<file path="src/rtl/txn_order_fifo.sv">
`default_nettype none
// ============================================================================
// Module   : txn_order_fifo
// Purpose  : Circular transaction tracker between an upstream request port and
//            a downstream slave. Each request occupies one slot from acceptance
//            until it is retired. Four pointers walk the ring in order:
//              tail -> torso -> neck -> head
//            head advances on write, neck on issue downstream, torso on
//            response return, and tail on retire upstream. The pointers are
//            exported so an ordering-property checker can be bound here.
//            Optional build macro TXN_ORDER_FIFO_FILL_EN adds the registered
//            occupancy outputs o_fill and o_outstanding.
// Revision : 1.0 - initial release
// ============================================================================
module txn_order_fifo #(
  parameter int LGFIFO = 4,
  parameter int DW     = 32,
  parameter int RW     = 32
) (
  input  logic              i_clk,
  input  logic              i_reset_n,
  input  logic              i_wr,
  input  logic [DW-1:0]     i_wr_data,
  output logic              o_full,
  output logic              o_iss_valid,
  output logic [DW-1:0]     o_iss_data,
  input  logic              i_iss_ready,
  input  logic              i_rsp,
  input  logic [RW-1:0]     i_rsp_data,
  output logic              o_rsp_err,
  output logic              o_ret_valid,
  output logic [DW-1:0]     o_ret_req,
  output logic [RW-1:0]     o_ret_rsp,
  input  logic              i_ret_ready,
  output logic [LGFIFO-1:0] o_head,
  output logic [LGFIFO-1:0] o_neck,
  output logic [LGFIFO-1:0] o_torso,
  output logic [LGFIFO-1:0] o_tail
`ifdef TXN_ORDER_FIFO_FILL_EN
  ,
  output logic [LGFIFO-1:0] o_fill,
  output logic [LGFIFO-1:0] o_outstanding
`endif
);

  localparam int DEPTH = 1 << LGFIFO;
  localparam logic [LGFIFO-1:0] PTR_ONE = LGFIFO'(1);

  // Ring pointers and their next-state values
  logic [LGFIFO-1:0] head_q, head_d;
  logic [LGFIFO-1:0] neck_q, neck_d;
  logic [LGFIFO-1:0] torso_q, torso_d;
  logic [LGFIFO-1:0] tail_q, tail_d;
  logic              rsp_err_q, rsp_err_d;

  // Slot storage; contents are meaningful only between the relevant pointers,
  // so no reset is applied to them.
  logic [DW-1:0] req_mem [DEPTH];
  logic [RW-1:0] rsp_mem [DEPTH];

  logic              full_w;
  logic              iss_valid_w;
  logic              outstanding_w;
  logic              ret_valid_w;
  logic              wr_fire_w;
  logic              iss_fire_w;
  logic              rsp_fire_w;
  logic              ret_fire_w;
  logic [LGFIFO-1:0] head_inc_w;

  // Status flags, derived only from the registered pointers (no bypass paths)
  always_comb begin
    head_inc_w    = head_q + PTR_ONE;
    full_w        = (head_inc_w == tail_q);
    iss_valid_w   = (neck_q != head_q);
    outstanding_w = (torso_q != neck_q);
    ret_valid_w   = (tail_q != torso_q);
  end

  // Stage handshakes and pointer next-state; every stage is judged against
  // the pre-edge pointers so simultaneous events never see each other.
  always_comb begin
    wr_fire_w  = i_wr && !full_w;
    iss_fire_w = iss_valid_w && i_iss_ready;
    rsp_fire_w = i_rsp && outstanding_w;
    ret_fire_w = ret_valid_w && i_ret_ready;

    head_d    = head_q;
    neck_d    = neck_q;
    torso_d   = torso_q;
    tail_d    = tail_q;
    rsp_err_d = i_rsp && !outstanding_w;

    if (wr_fire_w) begin
      head_d = head_inc_w;
    end
    if (iss_fire_w) begin
      neck_d = neck_q + PTR_ONE;
    end
    if (rsp_fire_w) begin
      torso_d = torso_q + PTR_ONE;
    end
    if (ret_fire_w) begin
      tail_d = tail_q + PTR_ONE;
    end
  end

  // Pointer and error-pulse registers; reset discards all in-flight entries
  always_ff @(posedge i_clk or negedge i_reset_n) begin
    if (!i_reset_n) begin
      head_q    <= '0;
      neck_q    <= '0;
      torso_q   <= '0;
      tail_q    <= '0;
      rsp_err_q <= 1'b0;
    end else begin
      head_q    <= head_d;
      neck_q    <= neck_d;
      torso_q   <= torso_d;
      tail_q    <= tail_d;
      rsp_err_q <= rsp_err_d;
    end
  end

  // Request payload capture at head, response payload capture at torso
  always_ff @(posedge i_clk) begin
    if (wr_fire_w) begin
      req_mem[head_q] <= i_wr_data;
    end
    if (rsp_fire_w) begin
      rsp_mem[torso_q] <= i_rsp_data;
    end
  end

`ifdef TXN_ORDER_FIFO_FILL_EN
  logic [LGFIFO-1:0] fill_q;
  logic [LGFIFO-1:0] outstanding_cnt_q;

  // Occupancy counters track the post-edge pointers exactly
  always_ff @(posedge i_clk or negedge i_reset_n) begin
    if (!i_reset_n) begin
      fill_q            <= '0;
      outstanding_cnt_q <= '0;
    end else begin
      fill_q            <= head_d - tail_d;
      outstanding_cnt_q <= neck_d - torso_d;
    end
  end

  assign o_fill        = fill_q;
  assign o_outstanding = outstanding_cnt_q;
`endif

  assign o_full      = full_w;
  assign o_iss_valid = iss_valid_w;
  assign o_iss_data  = req_mem[neck_q];
  assign o_rsp_err   = rsp_err_q;
  assign o_ret_valid = ret_valid_w;
  assign o_ret_req   = req_mem[tail_q];
  assign o_ret_rsp   = rsp_mem[tail_q];
  assign o_head      = head_q;
  assign o_neck      = neck_q;
  assign o_torso     = torso_q;
  assign o_tail      = tail_q;

endmodule
`default_nettype wire
</file>
<file path="config.mk">
export PLATFORM = sky130hd
export DESIGN_NAME = txn_order_fifo
export DESIGN_NICKNAME = d
export VERILOG_FILES = /design/src/rtl/txn_order_fifo.sv
export SDC_FILE = /design/constraint.sdc
export NUM_CORES = 1
export LEC_CHECK = 0
export ABC_AREA = 1
export BUFFER_PORTS_ARGS = -buffer_cell sky130_fd_sc_hd__buf_2
export CAP_MARGIN = 30
export CORE_AREA = 10 10 330 332
export CTS_CLUSTER_SIZE = 28
export DETAILED_ROUTE_END_ITERATION = 8
export DIE_AREA = 0 0 340 342
export PLACE_DENSITY_LB_ADDON = 0.05
export SLEW_MARGIN = 0
export SYNTH_ARGS = -nofsm -noshare
export SYNTH_HDL_FRONTEND = slang
export SYNTH_SLANG_ARGS = --single-unit
</file>
<file path="constraint.sdc">
create_clock -name i_clk -period 3.66 [get_ports i_clk]
set_clock_uncertainty 0.1 [all_clocks]
set_input_delay 0.183 -clock i_clk [delete_from_list [all_inputs] [get_ports i_clk]]
set_output_delay 0.183 -clock i_clk [all_outputs]
set_load 0.03 [all_outputs]
</file>
==> flow_summary.yaml <==
status:
  status: "finished, final reports clean"
clock_network:
  htreeDepth: 3
  cts_resized: 0
  cts_root_buffer: "clkbuf_16"
  cts_sinks: 1041
  path_clk_slew_ns: 0.06
  post_cts_buffers: 0
  clock_path_buffers: 3
  clk_latency_ns: 0.70
  cts_tree: "yes"
  cts-buffers-inserted: 112
global_route:
  antenna_found_initial: 4
  grt_max_degree: 238
  gr-total-overflow: 0
  track_usage_pct: 22.1
  grt_pass1_wl_mm: 198
  grt_pass1_vias: 31200
sta:
  tightest_slew_ns: 1.13
  max_freq_ghz: 0.290
  tns_ns: 0
  fin_crit_sh_pct: 94.3
  finalCriticalPeriod_ns: 3.45
  slew_viol_final: 0
  grt_setup_unrepaired: "no"
  max-slew-margin-rel_pct: 24.8
  finalSetupViolations: 0
  holdWs_ns: 0.245
  hold_viol_final: 0
placement:
  port_buffers: 185
  post_dp_cell_area_um2: 48900
  dp_hpwl_mm: 68.4
  routabilityCongestion: 0.734
setup_path:
  path_cells: "buf_12 -> o21ai_0 -> o211ai_1 -> nand3_1 -> nand2_1 -> buf_2"
  cp_slowest_cell: "buf_12"
  cp-start-kind: "flop"
  crit_path_max_fanout: 237
  arrival_ns: 3.17
  required_ns: 3.38
  path_class: "reg2out"
  slowest_delay_ns: 0.66
  critPathCaptureType: "output port"
power:
  power.density_nw_per_um2: 856
  seq_power_share_pct: 32.6
  power.clock.fraction_pct: 24.1
  internal_power_mw: 26.0
  combinationalPowerShare_pct: 43.3
  p_sw_share_pct: 42.8
  power_mw: 45.5
  p_switching_mw: 19.5
  irDropWorstVdd_v: 0.000695
  power_leakage_nw: 18.6
finish:
  nNetsFinal: 4378
  regArea_um2: 31200
  multi_input_area_um2: 12700
  post-route-util_pct: 51.8
  fill_cells: 9043
  drive_gt1_share_pct: 10.6
  area_growth_pct: 14.1
  fin_area_um2: 53200
floorplan:
  initial_core_util_pct: 45.4
  fp-row-count: 118
  core_um2: 103000
  dieArea_um2: 116000
  die_w_um: 340
  ioPinCount: 186
  dieHeight_um: 342
synth:
  synthCells: 4173
  ys_types: 27
  synthTopCellsByArea: "edfxtp_1 66%, o211ai_1 6.0%, nand3_1 5.1%"
  seq_area_frac_synth_pct: 66.9
  synth.avg_cell_area_um2: 11.2
  yosysTopAreaCell: "edfxtp_1"
  netlist_area_um2: 46600
  synth_fp_nets: 4253
  ys_seq_elements: 1041
  yosys.area.top_type_share_pct: 66.0
  yosysWarningCount: 0
drt:
  drt-met1-wl_mm: 55.3
  drtIter0Drc: 2901
  ant_nets: 0
  topRoutingLayerUsed: "met5"
  drcViolationCount: 0
  wl_per_cell_um: 23.0
  viasPerCell: 5.67
  first_pass_iters: 6
  wl_met2_mm: 65.2
  vias: 32800
  routed_wl_mm: 133
  wl_met3_mm: 7.18
job:
  cap_viol_max_count: 0
hold_path:
  timing.hold.worst.class: "in2reg"
-- synth_stat cells --
cell,n
a21oi_1,317
buf_1,28
buf_2,120
buf_4,17
buf_6,25
buf_8,1
clkbuf_1,137
clkbuf_2,2
clkinv_1,1
dfrtp_1,17
edfxtp_1,1024
ha_1,10
inv_1,339
inv_2,2
inv_6,1
nand2_1,427
nand2_2,3
nand2_4,1
nand3_1,479
nand4_1,3
nor2_1,301
nor3_1,16
o211ai_1,370
o21ai_0,442
o21ai_1,72
xnor2_1,6
xor2_1,12
-- power groups by stage --
stage | clock network [mW] | registers, mW | logic [mW]
global route | 11.7 | 14.9 | 21.6
detailed placement | 0 | 15.1 | 19.8
floorplan | 0 | 15.0 | 13.7
finish | 11.0 | 14.8 | 19.7
CTS | 11.2 | 14.8 | 19.9
global placement | 0 | 15.0 | 19.7
-- routing by layer --
layer / vias to the layer above / track usage (%)
met5: - / 0
met4: 4 / 8.07
met3: 277 / 3.25
met2: 1020 / 37.2
met1: 16100 / 28.9
li1: 15400 / -
-- layout by cell type (no fill, tap or decap), drive strengths merged --
cell type,count
edfxtp,1024
o21ai,514
nand3,479
nand2,431
o211ai,370
inv,346
a21oi,317
nor2,301
buf,271
clkbuf,143
dlygate4sd3,70
clkinv,54
dfrtp,17
nor3,16
xor2,12
ha,10
bufinv,9
xnor2,6
nand4,3
diode,2
-- what timing repair did --
action,CTS,global route
hold buffers,70,0
setup endpoints to repair,0,0
endpoints found under the hold margin,1058,0
-- logic make-up (layout without fill, tap and decap cells) --
family	count (synthesis)	count (layout)	synth area share [%]
AND/OR/NAND/NOR	1230	1230	11.3
other	0	2	0
XOR/XNOR	18	18	0.338
AO/OA/AOI/OAI	1201	1201	14.9
buffers and inverters	673	893	6.32
flip-flops	1041	1041	66.9
adder cells (fa/ha/maj)	10	10	0.268
-- sequential cells by signal, summed over array words and instances (netlist names) --
name,cells
o_neck,4
o_rsp_err,1
req_mem,512
rsp_mem,512
o_head,4
o_tail,4
o_torso,4
-- stage by stage --
| stage | std cells | setup WS, ns |
|---|---|---|
| floorplan | 4173 | -0.351 |
| global placement | 5492 | 0.675 |
| detailed placement | 5493 | 0.651 |
| CTS | 5772 | 0.112 |
| global route | 5774 | 0.00693 |
| finish | 5775 | 0.209 |
-- area by class of cell --
| cell class | count | share of cell area [%] |
|---|---|---|
| flip-flops and latches | 1041 | 58.7 |
| clock buffers | 143 | 5.59 |
| inverters | 343 | 2.45 |
| clock inverters | 66 | 1.05 |
| repair buffers | 341 | 5.10 |
| diodes | 2 | 0.00942 |
| multi-input cells | 2459 | 23.9 |
| well taps | 1380 | 3.25 |
-- path summary, 6_finish.rpt --
check | startpoint | end | slack [ns] | cells after the start
setup / recovery | o_tail[0] | o_ret_rsp[27] | 0.21 | 6
hold / removal | i_rsp | o_rsp_err | 0.24 | 4
setup reg to reg | o_head[0] | req_mem[11][27] | 0.66 | 11
hold reg to reg | o_torso[3] | o_torso[3] | 0.56 | 3
max in group asynchronous | i_reset_n | o_tail[1] | 2.28 | 3
min in group asynchronous | i_reset_n | o_neck[2] | 0.56 | 3
-- critical path, delay by kind of cell, from the launching register on --
kind | cells | cell delay, ns
AND/OR/NAND/NOR | 2 | 0.24
flip-flops | 1 | 0.63
buffers and inverters | 2 | 0.87
AO/OA/AOI/OAI | 2 | 0.51
(Power assumes the default switching activity.)
